[config.mk]
export PLATFORM = sky130hd
export DESIGN_NAME = fb_write_arbiter
export DESIGN_NICKNAME = d
export VERILOG_FILES = /design/src/rtl/fb_write_arbiter.sv
export SDC_FILE = /design/constraint.sdc
export NUM_CORES = 1
export LEC_CHECK = 0
export CAP_MARGIN = 10
export CORE_MARGIN = 2
export CORE_UTILIZATION = 55
export CTS_CLUSTER_DIAMETER = 50
export CTS_CLUSTER_SIZE = 28
export DETAILED_ROUTE_END_ITERATION = 10
export PLACE_DENSITY = 0.72
export REMOVE_ABC_BUFFERS = 1
export SETUP_SLACK_MARGIN = 0.05
export SLEW_MARGIN = 20
export SYNTH_ARGS = -nofsm -noshare
export SYNTH_HDL_FRONTEND = slang
export SYNTH_SLANG_ARGS = --single-unit
[constraint.sdc]
create_clock -name clk -period 5.15 [get_ports clk]
set_input_delay 1.2875 -clock clk [delete_from_list [all_inputs] [get_ports clk]]
set_output_delay 1.2875 -clock clk [all_outputs]
set_load 0.02 [all_outputs]
[src/rtl/fb_write_arbiter.sv]
// Framebuffer write arbiter: a CPU pixel-store FIFO and a rectangle-fill engine share one write port.
// Optional build macro FB_FILL_IRQ_EN drives the one-cycle fill-complete pulse on fill_irq.
module fb_write_arbiter #(
   parameter int unsigned FIFO_DEPTH = 4,
   parameter int unsigned H_RES      = 640,
   parameter int unsigned V_RES      = 480
) (
   input  logic        clk,
   input  logic        rst,
   input  logic        cpu_we,
   input  logic [31:0] cpu_addr,
   input  logic [31:0] cpu_data,
   output logic        cpu_ready,
   output logic        fb_w_en,
   output logic [18:0] fb_addr,
   output logic [7:0]  fb_data,
   output logic        fill_busy,
   output logic        fill_irq
);
   localparam int unsigned PW = (FIFO_DEPTH > 1) ? $clog2(FIFO_DEPTH) : 1;
   localparam int unsigned CW = PW + 1;

   typedef enum logic [1:0] {S_IDLE, S_SETUP, S_RUN, S_DONE} fill_state_e;
   typedef enum logic {GNT_CPU, GNT_FILL} grant_e;

   logic          is_pix, is_reg, reg_we, start;
   logic          fifo_full, fifo_empty, push, pop;
   logic          req_cpu, req_fill, grant_cpu, grant_fill;
   logic          unused_bits;
   logic [26:0]   fifo_mem_q [FIFO_DEPTH];
   logic [26:0]   fifo_head;
   logic [PW-1:0] wptr_q, rptr_q;
   logic [CW-1:0] count_q;

   logic [9:0]    x0_q, y0_q, w_q, h_q;
   logic [7:0]    color_q;
   logic [9:0]    sx0_q, sy0_q, sw_q, sh_q;
   logic [7:0]    scolor_q;

   fill_state_e   state_q, state_d;
   grant_e        last_grant_q, last_grant_d;
   logic [10:0]   we_q, we_d, he_q, he_d, col_q, col_d, row_q, row_d;
   logic [18:0]   row_base_q, row_base_d;
   logic [10:0]   x_room, y_room, we_c, he_c;
   logic [18:0]   row_base_c, fill_addr;

   logic          fb_w_en_q;
   logic [18:0]   fb_addr_q;
   logic [7:0]    fb_data_q;

   assign is_pix      = (cpu_addr[31:28] == 4'h1);
   assign is_reg      = (cpu_addr[31:4] == 28'h2000000);
   assign reg_we      = cpu_we && is_reg;
   assign start       = reg_we && (cpu_addr[3:2] == 2'd3) && cpu_data[0];
   assign unused_bits = ^{cpu_addr[1:0], cpu_data[31:26], cpu_data[15:10]};

   assign fifo_full  = (count_q == CW'(FIFO_DEPTH));
   assign fifo_empty = (count_q == '0);
   assign cpu_ready  = is_pix ? !fifo_full : 1'b1;
   assign push       = cpu_we && is_pix && !fifo_full;
   assign pop        = grant_cpu;
   assign fifo_head  = fifo_mem_q[rptr_q];

   always_ff @(posedge clk) begin
      if (push) fifo_mem_q[wptr_q] <= {cpu_addr[18:0], cpu_data[7:0]};
   end

   always_ff @(posedge clk or negedge rst) begin
      if (!rst) begin
         wptr_q  <= '0;
         rptr_q  <= '0;
         count_q <= '0;
      end else begin
         if (push) wptr_q <= wptr_q + PW'(1);
         if (pop)  rptr_q <= rptr_q + PW'(1);
         case ({push, pop})
            2'b10:   count_q <= count_q + CW'(1);
            2'b01:   count_q <= count_q - CW'(1);
            default: count_q <= count_q;
         endcase
      end
   end

   // Programming registers always accept writes; the shadow copy is taken only on an idle start.
   always_ff @(posedge clk or negedge rst) begin
      if (!rst) begin
         x0_q     <= '0;
         y0_q     <= '0;
         w_q      <= '0;
         h_q      <= '0;
         color_q  <= '0;
         sx0_q    <= '0;
         sy0_q    <= '0;
         sw_q     <= '0;
         sh_q     <= '0;
         scolor_q <= '0;
      end else begin
         if (reg_we) begin
            case (cpu_addr[3:2])
               2'd0:    begin x0_q <= cpu_data[9:0]; y0_q <= cpu_data[25:16]; end
               2'd1:    begin w_q  <= cpu_data[9:0]; h_q  <= cpu_data[25:16]; end
               2'd2:    color_q <= cpu_data[7:0];
               default: ;
            endcase
         end
         if (start && state_q == S_IDLE) begin
            sx0_q    <= x0_q;
            sy0_q    <= y0_q;
            sw_q     <= w_q;
            sh_q     <= h_q;
            scolor_q <= color_q;
         end
      end
   end

   always_comb begin
      x_room = '0;
      y_room = '0;
      if (32'(sx0_q) < H_RES) x_room = 11'(H_RES - 32'(sx0_q));
      if (32'(sy0_q) < V_RES) y_room = 11'(V_RES - 32'(sy0_q));
      we_c       = ({1'b0, sw_q} < x_room) ? {1'b0, sw_q} : x_room;
      he_c       = ({1'b0, sh_q} < y_room) ? {1'b0, sh_q} : y_room;
      row_base_c = 19'(32'(sy0_q) * H_RES);
   end

   assign req_cpu    = !fifo_empty;
   assign req_fill   = (state_q == S_RUN);
   assign grant_fill = req_fill && (!req_cpu || last_grant_q == GNT_CPU);
   assign grant_cpu  = req_cpu && !grant_fill;
   assign fill_addr  = row_base_q + 19'(sx0_q) + 19'(col_q);

   always_comb begin
      state_d      = state_q;
      we_d         = we_q;
      he_d         = he_q;
      col_d        = col_q;
      row_d        = row_q;
      row_base_d   = row_base_q;
      last_grant_d = last_grant_q;
      if (req_cpu && req_fill) last_grant_d = grant_fill ? GNT_FILL : GNT_CPU;
      case (state_q)
         S_IDLE:  if (start) state_d = S_SETUP;
         S_SETUP: begin
            we_d       = we_c;
            he_d       = he_c;
            row_base_d = row_base_c;
            col_d      = '0;
            row_d      = '0;
            state_d    = (we_c == '0 || he_c == '0) ? S_DONE : S_RUN;
         end
         S_RUN: begin
            if (grant_fill) begin
               if (col_q == we_q - 11'd1) begin
                  col_d      = '0;
                  row_d      = row_q + 11'd1;
                  row_base_d = row_base_q + 19'(H_RES);
                  if (row_q == he_q - 11'd1) state_d = S_DONE;
               end else begin
                  col_d = col_q + 11'd1;
               end
            end
         end
         S_DONE:  state_d = S_IDLE;
         default: state_d = S_IDLE;
      endcase
   end

   always_ff @(posedge clk or negedge rst) begin
      if (!rst) begin
         state_q      <= S_IDLE;
         last_grant_q <= GNT_FILL;
         we_q         <= '0;
         he_q         <= '0;
         col_q        <= '0;
         row_q        <= '0;
         row_base_q   <= '0;
         fb_w_en_q    <= 1'b0;
         fb_addr_q    <= '0;
         fb_data_q    <= '0;
      end else begin
         state_q      <= state_d;
         last_grant_q <= last_grant_d;
         we_q         <= we_d;
         he_q         <= he_d;
         col_q        <= col_d;
         row_q        <= row_d;
         row_base_q   <= row_base_d;
         fb_w_en_q    <= grant_cpu || grant_fill;
         if (grant_cpu) begin
            fb_addr_q <= fifo_head[26:8];
            fb_data_q <= fifo_head[7:0];
         end else if (grant_fill) begin
            fb_addr_q <= fill_addr;
            fb_data_q <= scolor_q;
         end
      end
   end

   assign fb_w_en   = fb_w_en_q;
   assign fb_addr   = fb_addr_q;
   assign fb_data   = fb_data_q;
   assign fill_busy = (state_q != S_IDLE);

`ifdef FB_FILL_IRQ_EN
   assign fill_irq = (state_q == S_DONE);
`else
   assign fill_irq = 1'b0;
`endif

endmodule

==> impl_metrics.toml <==
[yosys]
synth_top_area_share_pct = 31.4
synth_flop_cell = "dfrtp_1"
yosysSeqAreaShare_pct = 53.1
synth.distinct_cells = 67
synth-edff-count = 108
syn_inst = 1243
synth-seq-cells = 298
async_reset_ff_share_pct = 63.8
syn-cell-area_um2 = 15100
yosys_warnings = 0
yosysTopAreaCell = "dfrtp_1"
synth.area.top_cells = "dfrtp_1 31%, edfxtp_1 22%, mux2_2 7.9%, ha_1 5.7%, mux4_2 4.0%"
ys_top_cells_by_count = "189 x dfrtp_1, 108 x edfxtp_1, 106 x mux2_2"
synth_area_per_cell_um2 = 12.1
yosysMostFrequentCell = "dfrtp_1"

[setup_path]
criticalPathCategory = "flip-flop to flip-flop"
arrival_ns = 4.70
ff2ff_setup_slack_ns = 0.90
cp.required_ns = 5.60
critPathSlowestCell = "a21oi_1"
endpoint_kind = "flip-flop"
critPathMaxStageDelay_ns = 0.50
cp_top_family = "simple AND/OR/NAND/NOR gates"
path_buf_inv = 1
crit_chain = "nor4_1 > nand2b_1 > or2_2 > a21oi_1 > nand3_1 > ha_1 > and4_1 > o211ai_1 > a31oi_1 > o2111ai_1 > o2bb2ai_1 > buf_4 > mux2i_1 > mux2_2"
critPathLaunchType = "flip-flop"
crit_path_max_fanout = 10

[sta]
report.final.slew_viol_count = 0
worst_slew_pin_slew_ns = 0.963
fin_skew_ns = 0.0154
fin_crit_ns = 4.25
finalSetupViolCount = 0
rsz0062_at_grt = "no"
slew_headroom_pct = 35.8
finalCritPeriodShare_pct = 82.5
fmaxAchievable_mhz = 235
finalHoldViolations = 0
hold_ws_ns = 0.499
fin_tns_setup_ns = 0

[power_and_ir_drop]
pwr-share-comb_pct = 20.0
power_frac_seq_pct = 44.2
power_density_nw_per_um2 = 363
power.static_leakage_nw = 7.59
p_sw_share_pct = 30.2
internal_power_mw = 4.42
p_sw_mw = 1.91
clockPowerShare_pct = 35.8
ir_drop_mv = 0.365

[drt]
met3_wirelength_um = 1340
top_layer_used = "met4"
met2_length_um = 15200
wl_um = 32100
routedWlPerCell_um = 18.9
antenna_left = 0
vias = 10069
first_iter_violations = 706
drc_errors = 0
wl_met1_um = 15000
firstDrtPassIters = 5
viasPerCell = 5.93

[final_layout]
antennaDiodeCount = 0
layout-area-overhead-vs-synth_pct = 15.6
fillCellCount = 2003
register_area_um2 = 8000
multi_input_area_um2 = 6710
layout.nets = 1472
post-route-util_pct = 64.6
layout-drive-gt1-share_pct = 17.7

[clocking]
cts_tree = "done"
h-tree-depth = 1
path_clk_slew_ns = 0.06
clkSinkCount = 298
post_cts_resized = 0
postCtsHoldBufs = 0
cts.path.max_buffers = 3
cts_setup_buffers = 0
cts_root_buffer = "clkbuf_16"
worstSkewPairLatency_ns = 0.57
cts_buffers = 31

[floorplan]
start_util_pct = 55.9
fp.dieH_um = 169
row_count = 60
fp.dieW_um = 169
dieArea_um2 = 28700
ios = 98
coreArea_um2 = 27000

[global_route]
overflow = 0
grt_usage_pct = 22.7
grt_first_pass_wirelength_um = 52200
antenna_found_initial = 0
grt_pass1_vias = 9987
grt_max_degree = 118

[job]
cap_violations = 0

[placed_design]
io_buffers = 84
hpwl_um = 22200
place_congestion = 0.901

[outcome]
status = "completed"

[min_path]
hold_class = "flip-flop to flip-flop"
[per-layer routing]
layer / up-vias / GRT usage, %
met4: 0 / 5.39
met2: 195 / 37.7
met1: 5043 / 32.4
met3: 47 / 2.71
li1: 4784 / -
met5: - / 0
[power groups by stage]
| stage | sequential (mW) | clock [mW] | combinational (mW) |
|---|---|---|---|
| final | 2.79 | 2.27 | 1.26 |
| after global routing | 2.82 | 2.41 | 1.36 |
| after CTS | 2.80 | 2.32 | 1.27 |
| after detailed placement | 2.84 | 0 | 1.27 |
| after global placement | 2.84 | 0 | 1.23 |
| after floorplan | 2.96 | 0 | 0.576 |
[worst paths after layout]
kind / to / from / cells past startpoint
max: he_q[2] / sy0_q[1] / 14
min: sw_q[8] / w_q[8] / 1
max reg2reg: he_q[2] / sy0_q[1] / 14
min reg2reg: sw_q[8] / w_q[8] / 1
max in group asynchronous: last_grant_q / rst / 2
min in group asynchronous: row_q[0] / rst / 1
[cells by family after synthesis]
family | Yosys count | synth area share (%)
adders and majority gates | 74 | 6.45
DFF | 298 | 53.1
xor gates and xnor gates | 70 | 4.07
and+or+nand+nor | 336 | 11.5
AOI/OAI and AO/OA | 219 | 9.34
muxes | 149 | 13.0
buffers and inverters | 95 | 2.43
other | 2 | 0.0499
[worst register-to-register path, cell delays in order, from the launching register on]
cell       delay [ns]
dfrtp_1          0.48
nor4_1           0.49
nand2b_1         0.20
or2_2            0.33
a21oi_1          0.50
nand3_1          0.20
ha_1             0.34
and4_1           0.24
o211ai_1         0.10
a31oi_1          0.20
o2111ai_1        0.15
o2bb2ai_1        0.26
buf_4            0.25
mux2i_1          0.13
mux2_2           0.27
[stage by stage]
stage | std cells | cell area, um^2 | total power, mW | worst slack [ns]
finish | 1697 | 17400 | 6.33 | 0.903
floorplan | 1192 | 14900 | 3.54 | 0.551
global route | 1697 | 17400 | 6.59 | 0.595
global placement | 1639 | 16300 | 4.07 | 0.913
detailed placement | 1639 | 16300 | 4.12 | 0.839
CTS | 1697 | 17400 | 6.39 | 0.960
[layout by cell type, fill, tap and decap left out, types with 6 or more instances in the layout]
| master | n |
|---|---|
| and3_1 | 15 |
| a21o_1 | 12 |
| o22ai_1 | 9 |
| xnor2_1 | 40 |
| clkdlybuf4s50_1 | 83 |
| or3_1 | 13 |
| nand4_1 | 10 |
| nand3_1 | 32 |
| a31oi_1 | 17 |
| inv_6 | 7 |
| inv_8 | 9 |
| mux4_2 | 27 |
| nor2_1 | 64 |
| nor3_1 | 25 |
| dfrtp_1 | 188 |
| ha_1 | 68 |
| xor2_1 | 30 |
| fa_1 | 6 |
| clkbuf_16 | 31 |
| nand3b_1 | 10 |
| nor4_1 | 13 |
| edfxtp_1 | 108 |
| o211ai_1 | 7 |
| a21oi_1 | 64 |
| nor2b_1 | 13 |
| nand2_1 | 82 |
| o21ai_0 | 52 |
| mux2_2 | 106 |
| mux2i_1 | 16 |
| and2_1 | 19 |
| buf_4 | 19 |
| inv_1 | 44 |
| or2_2 | 14 |
| a22oi_1 | 19 |
[flip-flops by register name (all words and copies together) (netlist names), 10 cells and up]
name        count
w_q            10
fb_addr        19
we_q           11
sy0_q          10
row_q          11
x0_q           10
row_base_q     12
col_q          11
sw_q           10
y0_q           10
sh_q           10
he_q           11
sx0_q          10
fifo_mem_q    108
h_q            10
[cell type report]
class / instances / area share [%]
Clock buffer: 32 / 4.48
Clock inverter: 26 / 1.59
Inverter: 44 / 0.949
Multi-Input combinational cell: 850 / 38.5
Sequential cell: 298 / 46.0
Tap cell: 341 / 2.45
Timing Repair Buffer: 106 / 6.02
(Power assumes the default switching activity.)
